**config.mk**
```make
export PLATFORM = sky130hd
export DESIGN_NAME = pipe_stage_reg_flat
export DESIGN_NICKNAME = d
export VERILOG_FILES = /design/src/rtl/pipe_stage_reg_pkg.sv /design/src/rtl/pipe_stage_reg_if.sv /design/src/rtl/pipe_stage_reg_slot.sv /design/src/rtl/pipe_stage_reg.sv /design/src/flat_wrapper.sv
export SDC_FILE = /design/constraint.sdc
export NUM_CORES = 1
export LEC_CHECK = 0
export CAP_MARGIN = 15
export CORE_MARGIN = 8
export CORE_UTILIZATION = 44
export DETAILED_ROUTE_END_ITERATION = 8
export GPL_ROUTABILITY_DRIVEN = 0
export PLACE_DENSITY = 0.84
export REMOVE_ABC_BUFFERS = 1
export SETUP_SLACK_MARGIN = 0.2
export SYNTH_ARGS = -nofsm -noshare
export SYNTH_HDL_FRONTEND = slang
export SYNTH_SLANG_ARGS = --single-unit
```
**constraint.sdc**
```tcl
create_clock -name clk -period 6.1 [get_ports clk]
set_input_delay 1.22 -clock clk [delete_from_list [all_inputs] [get_ports clk]]
set_output_delay 1.22 -clock clk [all_outputs]
set_load 0.05 [all_outputs]
```
**src/rtl/pipe_stage_reg_pkg.sv**
```systemverilog
// Shared types and constants for the pipeline stage register family.
package pipe_pkg;

    typedef enum logic [1:0] {
        EMPTY = 2'd0,
        ONE   = 2'd1,
        TWO   = 2'd2
    } pipe_state_t;

    // All-zero word decodes as a NOP in the instruction fields of a payload.
    localparam logic [31:0] PIPE_BUBBLE_NOP = 32'h0000_0000;

endpackage

```
**src/rtl/pipe_stage_reg_if.sv**
```systemverilog
// Handshake bundle of one pipeline stage register: upstream side, downstream side, flush and occupancy.
interface pipe_stage_reg_if #(
    parameter int DATA_W = 64
) ();

    logic              in_valid;
    logic              in_ready;
    logic [DATA_W-1:0] in_data;
    logic              flush;
    logic              out_valid;
    logic              out_ready;
    logic [DATA_W-1:0] out_data;
    logic [1:0]        count;

    modport master (
        output in_valid, in_data, flush, out_ready,
        input  in_ready, out_valid, out_data, count
    );

    modport slave (
        input  in_valid, in_data, flush, out_ready,
        output in_ready, out_valid, out_data, count
    );

endinterface

```
**src/rtl/pipe_stage_reg_slot.sv**
```systemverilog
// One storage slot: payload register plus a valid flag; only the flag is reset.
module pipe_slot #(
    parameter int DATA_W = 64
) (
    input  logic              clk,
    input  logic              reset,
    input  logic              i_load,
    input  logic              i_clear,
    input  logic [DATA_W-1:0] i_data,
    output logic              o_valid,
    output logic [DATA_W-1:0] o_data
);

    logic              r_valid;
    logic [DATA_W-1:0] r_data;

    always_ff @(posedge clk or posedge reset) begin
        if (reset) begin
            r_valid <= 1'b0;
        end else if (i_clear) begin
            r_valid <= 1'b0;
        end else if (i_load) begin
            r_valid <= 1'b1;
        end
    end

    always_ff @(posedge clk) begin
        if (i_load) begin
            r_data <= i_data;
        end
    end

    assign o_valid = r_valid;
    assign o_data  = r_data;

endmodule

```
**src/rtl/pipe_stage_reg.sv**
```systemverilog
// Valid/ready pipeline stage register with flush and an optional 2-entry skid buffer.
module pipe_stage_reg
    import pipe_pkg::*;
#(
    parameter int              DATA_W = 64,
    parameter bit              SKID   = 1'b1,
    parameter logic [DATA_W-1:0] BUBBLE = {DATA_W{1'b0}}
) (
    input logic             clk,
    input logic             reset,
    pipe_stage_reg_if.slave bus
);

    pipe_state_t       r_state;
    pipe_state_t       w_stateNext;
    logic              w_push;
    logic              w_pop;
    logic              w_inReady;
    logic              w_mainValid;
    logic              w_skidValid;
    logic              w_mainLoad;
    logic              w_mainClear;
    logic              w_mainFromSkid;
    logic [DATA_W-1:0] w_mainIn;
    logic [DATA_W-1:0] w_mainData;
    logic [DATA_W-1:0] w_skidData;

    assign w_pop  = w_mainValid & bus.out_ready;
    assign w_push = bus.in_valid & w_inReady;

    always_ff @(posedge clk or posedge reset) begin
        if (reset) begin
            r_state <= EMPTY;
        end else begin
            r_state <= w_stateNext;
        end
    end

    // Flush wins over any accept or pop in the same cycle.
    always_comb begin
        w_stateNext    = r_state;
        w_mainLoad     = 1'b0;
        w_mainClear    = 1'b0;
        w_mainFromSkid = 1'b0;
        if (bus.flush) begin
            w_stateNext = EMPTY;
            w_mainClear = 1'b1;
        end else begin
            case (r_state)
                EMPTY: begin
                    if (w_push) begin
                        w_stateNext = ONE;
                        w_mainLoad  = 1'b1;
                    end
                end
                ONE: begin
                    if (w_push && w_pop) begin
                        w_mainLoad = 1'b1;
                    end else if (w_push) begin
                        w_stateNext = TWO;
                    end else if (w_pop) begin
                        w_stateNext = EMPTY;
                        w_mainClear = 1'b1;
                    end
                end
                TWO: begin
                    if (w_pop) begin
                        w_stateNext    = ONE;
                        w_mainLoad     = 1'b1;
                        w_mainFromSkid = 1'b1;
                    end
                end
                default: begin
                    w_stateNext = EMPTY;
                    w_mainClear = 1'b1;
                end
            endcase
        end
    end

    assign w_mainIn = w_mainFromSkid ? w_skidData : bus.in_data;

    pipe_slot #(.DATA_W(DATA_W)) mainSlot (
        .clk     (clk),
        .reset   (reset),
        .i_load  (w_mainLoad),
        .i_clear (w_mainClear),
        .i_data  (w_mainIn),
        .o_valid (w_mainValid),
        .o_data  (w_mainData)
    );

    generate
        if (SKID) begin : g_skid
            logic r_inReady;
            logic w_skidLoad;
            logic w_skidClear;

            assign w_skidLoad  = !bus.flush && (r_state == ONE) && w_push && !w_pop;
            assign w_skidClear = bus.flush || ((r_state == TWO) && w_pop);

            pipe_slot #(.DATA_W(DATA_W)) skidSlot (
                .clk     (clk),
                .reset   (reset),
                .i_load  (w_skidLoad),
                .i_clear (w_skidClear),
                .i_data  (bus.in_data),
                .o_valid (w_skidValid),
                .o_data  (w_skidData)
            );

            // Registered ready: looks one state ahead so it never depends on out_ready.
            always_ff @(posedge clk or posedge reset) begin
                if (reset) begin
                    r_inReady <= 1'b1;
                end else begin
                    r_inReady <= (w_stateNext != TWO);
                end
            end

            assign w_inReady = r_inReady;
        end else begin : g_noSkid
            assign w_skidValid = 1'b0;
            assign w_skidData  = {DATA_W{1'b0}};
            assign w_inReady   = !w_mainValid | bus.out_ready;
        end
    endgenerate

    assign bus.in_ready  = w_inReady;
    assign bus.out_valid = w_mainValid;
    assign bus.out_data  = w_mainValid ? w_mainData : BUBBLE;
    assign bus.count     = {1'b0, w_mainValid} + {1'b0, w_skidValid};

endmodule
```
**src/flat_wrapper.sv**
```systemverilog
// flat-port wrapper written by rule: the top's interface ports become plain ports
module pipe_stage_reg_flat import pipe_pkg::*;
#(
    parameter int              DATA_W = 64,
    parameter bit              SKID   = 1'b1,
    parameter logic [DATA_W-1:0] BUBBLE = {DATA_W{1'b0}}
)
  (clk, reset, bus_in_valid, bus_in_data, bus_flush, bus_out_ready, bus_in_ready, bus_out_valid, bus_out_data, bus_count);
  pipe_stage_reg_if #(.DATA_W(DATA_W)) bus_i ();
  input logic clk;
  input logic reset;
  input wire logic [$bits(bus_i.in_valid)-1:0] bus_in_valid;
  input wire logic [$bits(bus_i.in_data)-1:0] bus_in_data;
  input wire logic [$bits(bus_i.flush)-1:0] bus_flush;
  input wire logic [$bits(bus_i.out_ready)-1:0] bus_out_ready;
  output wire logic [$bits(bus_i.in_ready)-1:0] bus_in_ready;
  output wire logic [$bits(bus_i.out_valid)-1:0] bus_out_valid;
  output wire logic [$bits(bus_i.out_data)-1:0] bus_out_data;
  output wire logic [$bits(bus_i.count)-1:0] bus_count;
  assign bus_i.in_valid = bus_in_valid;
  assign bus_i.in_data = bus_in_data;
  assign bus_i.flush = bus_flush;
  assign bus_i.out_ready = bus_out_ready;
  assign bus_in_ready = bus_i.in_ready;
  assign bus_out_valid = bus_i.out_valid;
  assign bus_out_data = bus_i.out_data;
  assign bus_count = bus_i.count;
  pipe_stage_reg #(.DATA_W(DATA_W), .SKID(SKID), .BUBBLE(BUBBLE)) u_core (.clk(clk), .reset(reset), .bus(bus_i));
endmodule
```
======== Word level (Yosys, flattened, before mapping) ========
Index checks and enable logic that the tools add are counted.
word-level totals
  register bits after elaboration ......... 133
  input bits .............................. 69
  output and inout port bits .............. 68
  word-level logic and storage cells ...... 48
cells by class
  add/sub/neg operators ................... 1
  equality and inequality tests ........... 3
  multiplexer cells ....................... 24
  bitwise operators ....................... 2
  reductions and logical operators ........ 12
operators with widths
  kind                number
  $mux 64             2
  $mux 1              13
  $mux 2              6
  $pmux 2 s3          1
  $logic_and 1x1->1   5
  $reduce_bool 2->1   2
  $pmux 1 s3          1
  $add 1x1->2         1
  $and 1x1->1         2
  $eq 2x1->1 const B  1
  $eq 2x2->1 const B  1
  $logic_not 1->1     2
  $logic_not 2->1     1
  $ne 2x2->1 const B  1
  $pmux 1 s2          1
  $reduce_or 2->1     1
  $logic_or 1x1->1    1

======== Depth between registers and ports, before layout ========
  word-level depth ........................ 7
  mapped depth ............................ 4
  mapped depth without buffers ............ 3

======== By module ========
From an unflattened synthesis, not the netlist that was laid out.
unflattened totals
  cell total of the unflattened synthesis .. 301
  area, all modules ....................... 5,557.8 µm²
modules (own cells, without submodules)
  module          instances  cells each  area each (µm²)  seq. area each (µm²)
  pipe_slot       2          67          1,960.6          1,946.9
  pipe_stage_reg  1          167         1,636.6          76.3

======== Least setup slack after synthesis ========
No wires, ideal clock.
  path kind ............................... input port to flip-flop
  start ................................... input port bus_flush
  end ..................................... register u_core.mainSlot.r_data[0] (netlist: u_core.mainSlot.o_data[0]), enable pin
  library setup time ...................... 0.586 ns
  data arrival time ....................... 6.565 ns
  required time ........................... 5.514 ns
  setup slack ............................. -1.052 ns
  stages .................................. 3
  path buffers ............................ 1
  path through ............................ buf_2 > or2_2 > o32ai_1
on the way
  longest elaborated chain between the ends .. 1
RTL lines
  what                        RTL line                   RTL
  start, declared             flat_wrapper.sv:14         input wire logic [$bits(bus_i.flush)-1:0] bus_flush;
  $mux 1                      pipe_stage_reg.sv:45       if (bus.flush) begin
  net u_core.mainSlot.i_load  pipe_stage_reg_slot.sv:7   input logic i_load,
  end signal, assigned        pipe_stage_reg_slot.sv:29  r_data <= i_data;
  end, declared               pipe_stage_reg_slot.sv:15  logic [DATA_W-1:0] r_data;
The timed path passes the listed nets, and every way through them passes these cells.
A chain may end at the register's enable or synchronous reset.

======== Worst setup path in the final report ========
  start ................................... register u_core.mainSlot.r_valid (netlist: u_core.mainSlot.o_valid)
  end ..................................... output port bus_out_data[59]
on the way
  longest elaborated chain between the ends .. 1
RTL lines
  what                    RTL line                   RTL
  start, declared         pipe_stage_reg_slot.sv:14  logic r_valid;
  start signal, assigned  pipe_stage_reg_slot.sv:19  r_valid <= 1'b0;
  start signal, assigned  pipe_stage_reg_slot.sv:21  r_valid <= 1'b0;
  start signal, assigned  pipe_stage_reg_slot.sv:23  r_valid <= 1'b1;
  $mux 64                 pipe_stage_reg.sv:131      assign bus.out_data = w_mainValid ? w_mainData : BUBBLE;
  end, declared           flat_wrapper.sv:18         output wire logic [$bits(bus_i.out_data)-1:0] bus_out_data;
No other way between the ends.

==> results.sh <==
export IMPL_syn_inst=299
export IMPL_fin_util=0.611
export IMPL_cts_tree="done"
export IMPL_ios=137
export IMPL_area_growth_pct=37.5
export IMPL_die_y_um=128
export IMPL_worstMarginPinSlew_ps=1020
export IMPL_final_cell_mix="clkdlybuf4s50_1, edfxtp_1, and2_1"
export IMPL_hold_viol=0
export IMPL_cts_reportedPaths_clkPinSlew_ps=50
export IMPL_route_vias_total=2963
export IMPL_final_area_um2=7620
export IMPL_cap_violations=0
export IMPL_relSlewSlack=0.318
export IMPL_layout_nets=513
export IMPL_whs_ps=541
export IMPL_start_util=0.445
export IMPL_antenna_cells=0
export IMPL_htree_levels=4
export IMPL_setup_viol=0
export IMPL_io_buffer_count=136
export IMPL_clock_skew_ps=7.88
export IMPL_powerDensity_nw_per_um2=330
export IMPL_yosysWarnings=0
export IMPL_rrSetupSlack_ps=2820
export IMPL_min_from="u_core.g_skid.skidSlot.o_data[4]"
export IMPL_vias_per_cell=4.73
export IMPL_grt_setup_unrepaired="no"
export IMPL_layout_cells_non_filler=627
export IMPL_status="completed"
export IMPL_critPathRequiredTime_ps=4880
export IMPL_grt_antenna_before_repair=0
export IMPL_root_buffer="clkbuf_16"
export IMPL_rr_worst_depth=4
export IMPL_crit_path_max_fanout=73
export IMPL_drc_errors=0
export IMPL_ant_nets=0
export IMPL_dpl_cell_area_um2=7060
export IMPL_crit_chain="and2_1 -> clkdlybuf4s50_1"
export IMPL_drt_iter0_drc=224
export IMPL_routed_wl_um=10700
export IMPL_hp_class="reg -> reg"
export IMPL_max_stage_delay_ps=1040
export IMPL_first_pass_iters=4
export IMPL_reg2reg_to="u_core.mainSlot.o_data[5]"
export IMPL_ys_seq_area_frac=0.716
export IMPL_fin_crit_sh=0.618
export IMPL_end_kind="output port"
export IMPL_grt_pass1_wl_um=17000
export IMPL_grt_pass1_vias=3284
export IMPL_fin_crit_ps=3770
export IMPL_cts_path_max_buffers=2
export IMPL_cp_slowest_cell="dfrtp_2"
export IMPL_cts_setup_buffers=0
export IMPL_worstSkewPairLatency_ps=410
export IMPL_async_flop_share=0.0376
export IMPL_cp_start_kind="register"
export IMPL_fp_row_count=41
export IMPL_worstHoldPathCells=1
export IMPL_synth_main_ff_cell="edfxtp_1"
export IMPL_critPathArrivalTime_ps=2550
export IMPL_grt_total_usage=0.137
export IMPL_cts_buffers=17
export IMPL_final_max_slew_viol_count=0
export IMPL_avgSynthCellArea_um2=18.5
export IMPL_die_x_um=128
export IMPL_multi_input_area_um2=1470
export IMPL_power_leakage_nw=2.66
export IMPL_cts_resized=0
export IMPL_synth_edf_count=128
export IMPL_final_common_cell="clkdlybuf4s50_1"
export IMPL_grt_max_degree=74
export IMPL_syn_cell_area_um2=5540
export IMPL_timing_fmax_mhz=265
export IMPL_min_to="u_core.mainSlot.o_data[4]"
export IMPL_regArea_um2=3970
export IMPL_ys_ff_latch=133
export IMPL_holdBufCountCts=0
export IMPL_dp_cells=596
export IMPL_rr_startpoint="u_core.mainSlot.o_valid"
export IMPL_synth_cell_types=30
export IMPL_avgRoutedWirePerCell_um=17.1
export IMPL_hpwl_um=7160
export IMPL_drive_above_1_share=0.200
export IMPL_ir_drop_mv=0.238
export IMPL_fillers=926
export IMPL_critPathKind="reg -> out"
export IMPL_dieArea_um2=16400
export IMPL_cts_num_sinks=133
export IMPL_grt_overflow=0
export IMPL_core_area_um2=12500
layer usage:
metal	up-vias	global-route usage	part of all wire
met5	-	0	0
met3	9	0.0599	0.076
met1	1451	0.148	0.40
met4	0	0.0587	0.0090
li1	1401	-	-
met2	102	0.228	0.51
stage by stage:
| step | power (mW) | TNS [ps] | setup WS, ps |
|---|---|---|---|
| after global routing | 2.60 | 0 | 2110 |
| after detailed placement | 1.58 | 0 | 2060 |
| final | 2.51 | 0 | 2330 |
| after global placement | 1.57 | 0 | 2140 |
| after floorplan | 1.39 | -113030 | -1160 |
| after CTS | 2.55 | 0 | 2240 |
worst max-delay path by stage:
| stage | end | from | cells past startpoint | slack, ps |
|---|---|---|---|---|
| after floorplan | u_core.mainSlot.o_data[0] | u_core.mainSlot.o_valid | 2 | -1160 |
| after global placement | u_core.mainSlot.o_data[19] | bus_out_ready | 5 | 2140 |
| after detailed placement | u_core.mainSlot.o_data[5] | bus_out_ready | 5 | 2060 |
| after CTS | bus_out_data[59] | u_core.mainSlot.o_valid | 2 | 2240 |
| after global routing | bus_out_data[61] | u_core.mainSlot.o_valid | 2 | 2110 |
| final | bus_out_data[59] | u_core.mainSlot.o_valid | 2 | 2330 |
report_power, final:
| group | internal, mW | switching [mW] | total [mW] |
|---|---|---|---|
| clock network | 0.593 | 0.358 | 0.951 |
| logic | 0.183 | 0.285 | 0.468 |
| registers | 1.06 | 0.0334 | 1.09 |
| total | 1.83 | 0.677 | 2.51 |
logic make-up after synthesis:
group                    synth area share
buffers and inverters              0.0239
AO/OA/AOI/OAI                      0.0131
AND/OR/NAND/NOR                    0.0872
flip-flops                          0.716
multiplexers                        0.157
adder cells (fa/ha/maj)           0.00226
state kept, by name, summed over array words and instances (netlist names):
name	count
u_core.bus.in_ready	1
u_core.g_skid.skidSlot.o_data	64
u_core.g_skid.skidSlot.o_valid	1
u_core.mainSlot.o_data	64
u_core.mainSlot.o_valid	1
u_core.r_state	2
synthesized netlist by cell type (2+ instances only):
cell type | number | share of area
edfxtp_1 | 128 | 0.69
and2_1 | 64 | 0.072
mux2_4 | 40 | 0.11
mux2_2 | 13 | 0.026
mux2_1 | 11 | 0.022
clkbuf_1 | 7 | 0.0047
inv_1 | 5 | 0.0034
buf_8 | 4 | 0.011
dfrtp_1 | 4 | 0.018
buf_6 | 2 | 0.0041
nor2_1 | 2 | 0.0014
worst max-delay path, delay by kind of cell (launching register included):
kind                   cells  cell delay, ps
buffers and inverters      1             820
DFF                        1            1040
and+or+nand+nor            1             270
final cells by class:
type | count | area share
clock inverter | 14 | 0.0181
sequential | 133 | 0.521
clock buffer | 17 | 0.0558
tap | 172 | 0.0282
multi-input combinational | 147 | 0.193
timing repair buffer | 139 | 0.182
inverter | 5 | 0.00246
Note: power is estimated with default switching activity, not from simulation.
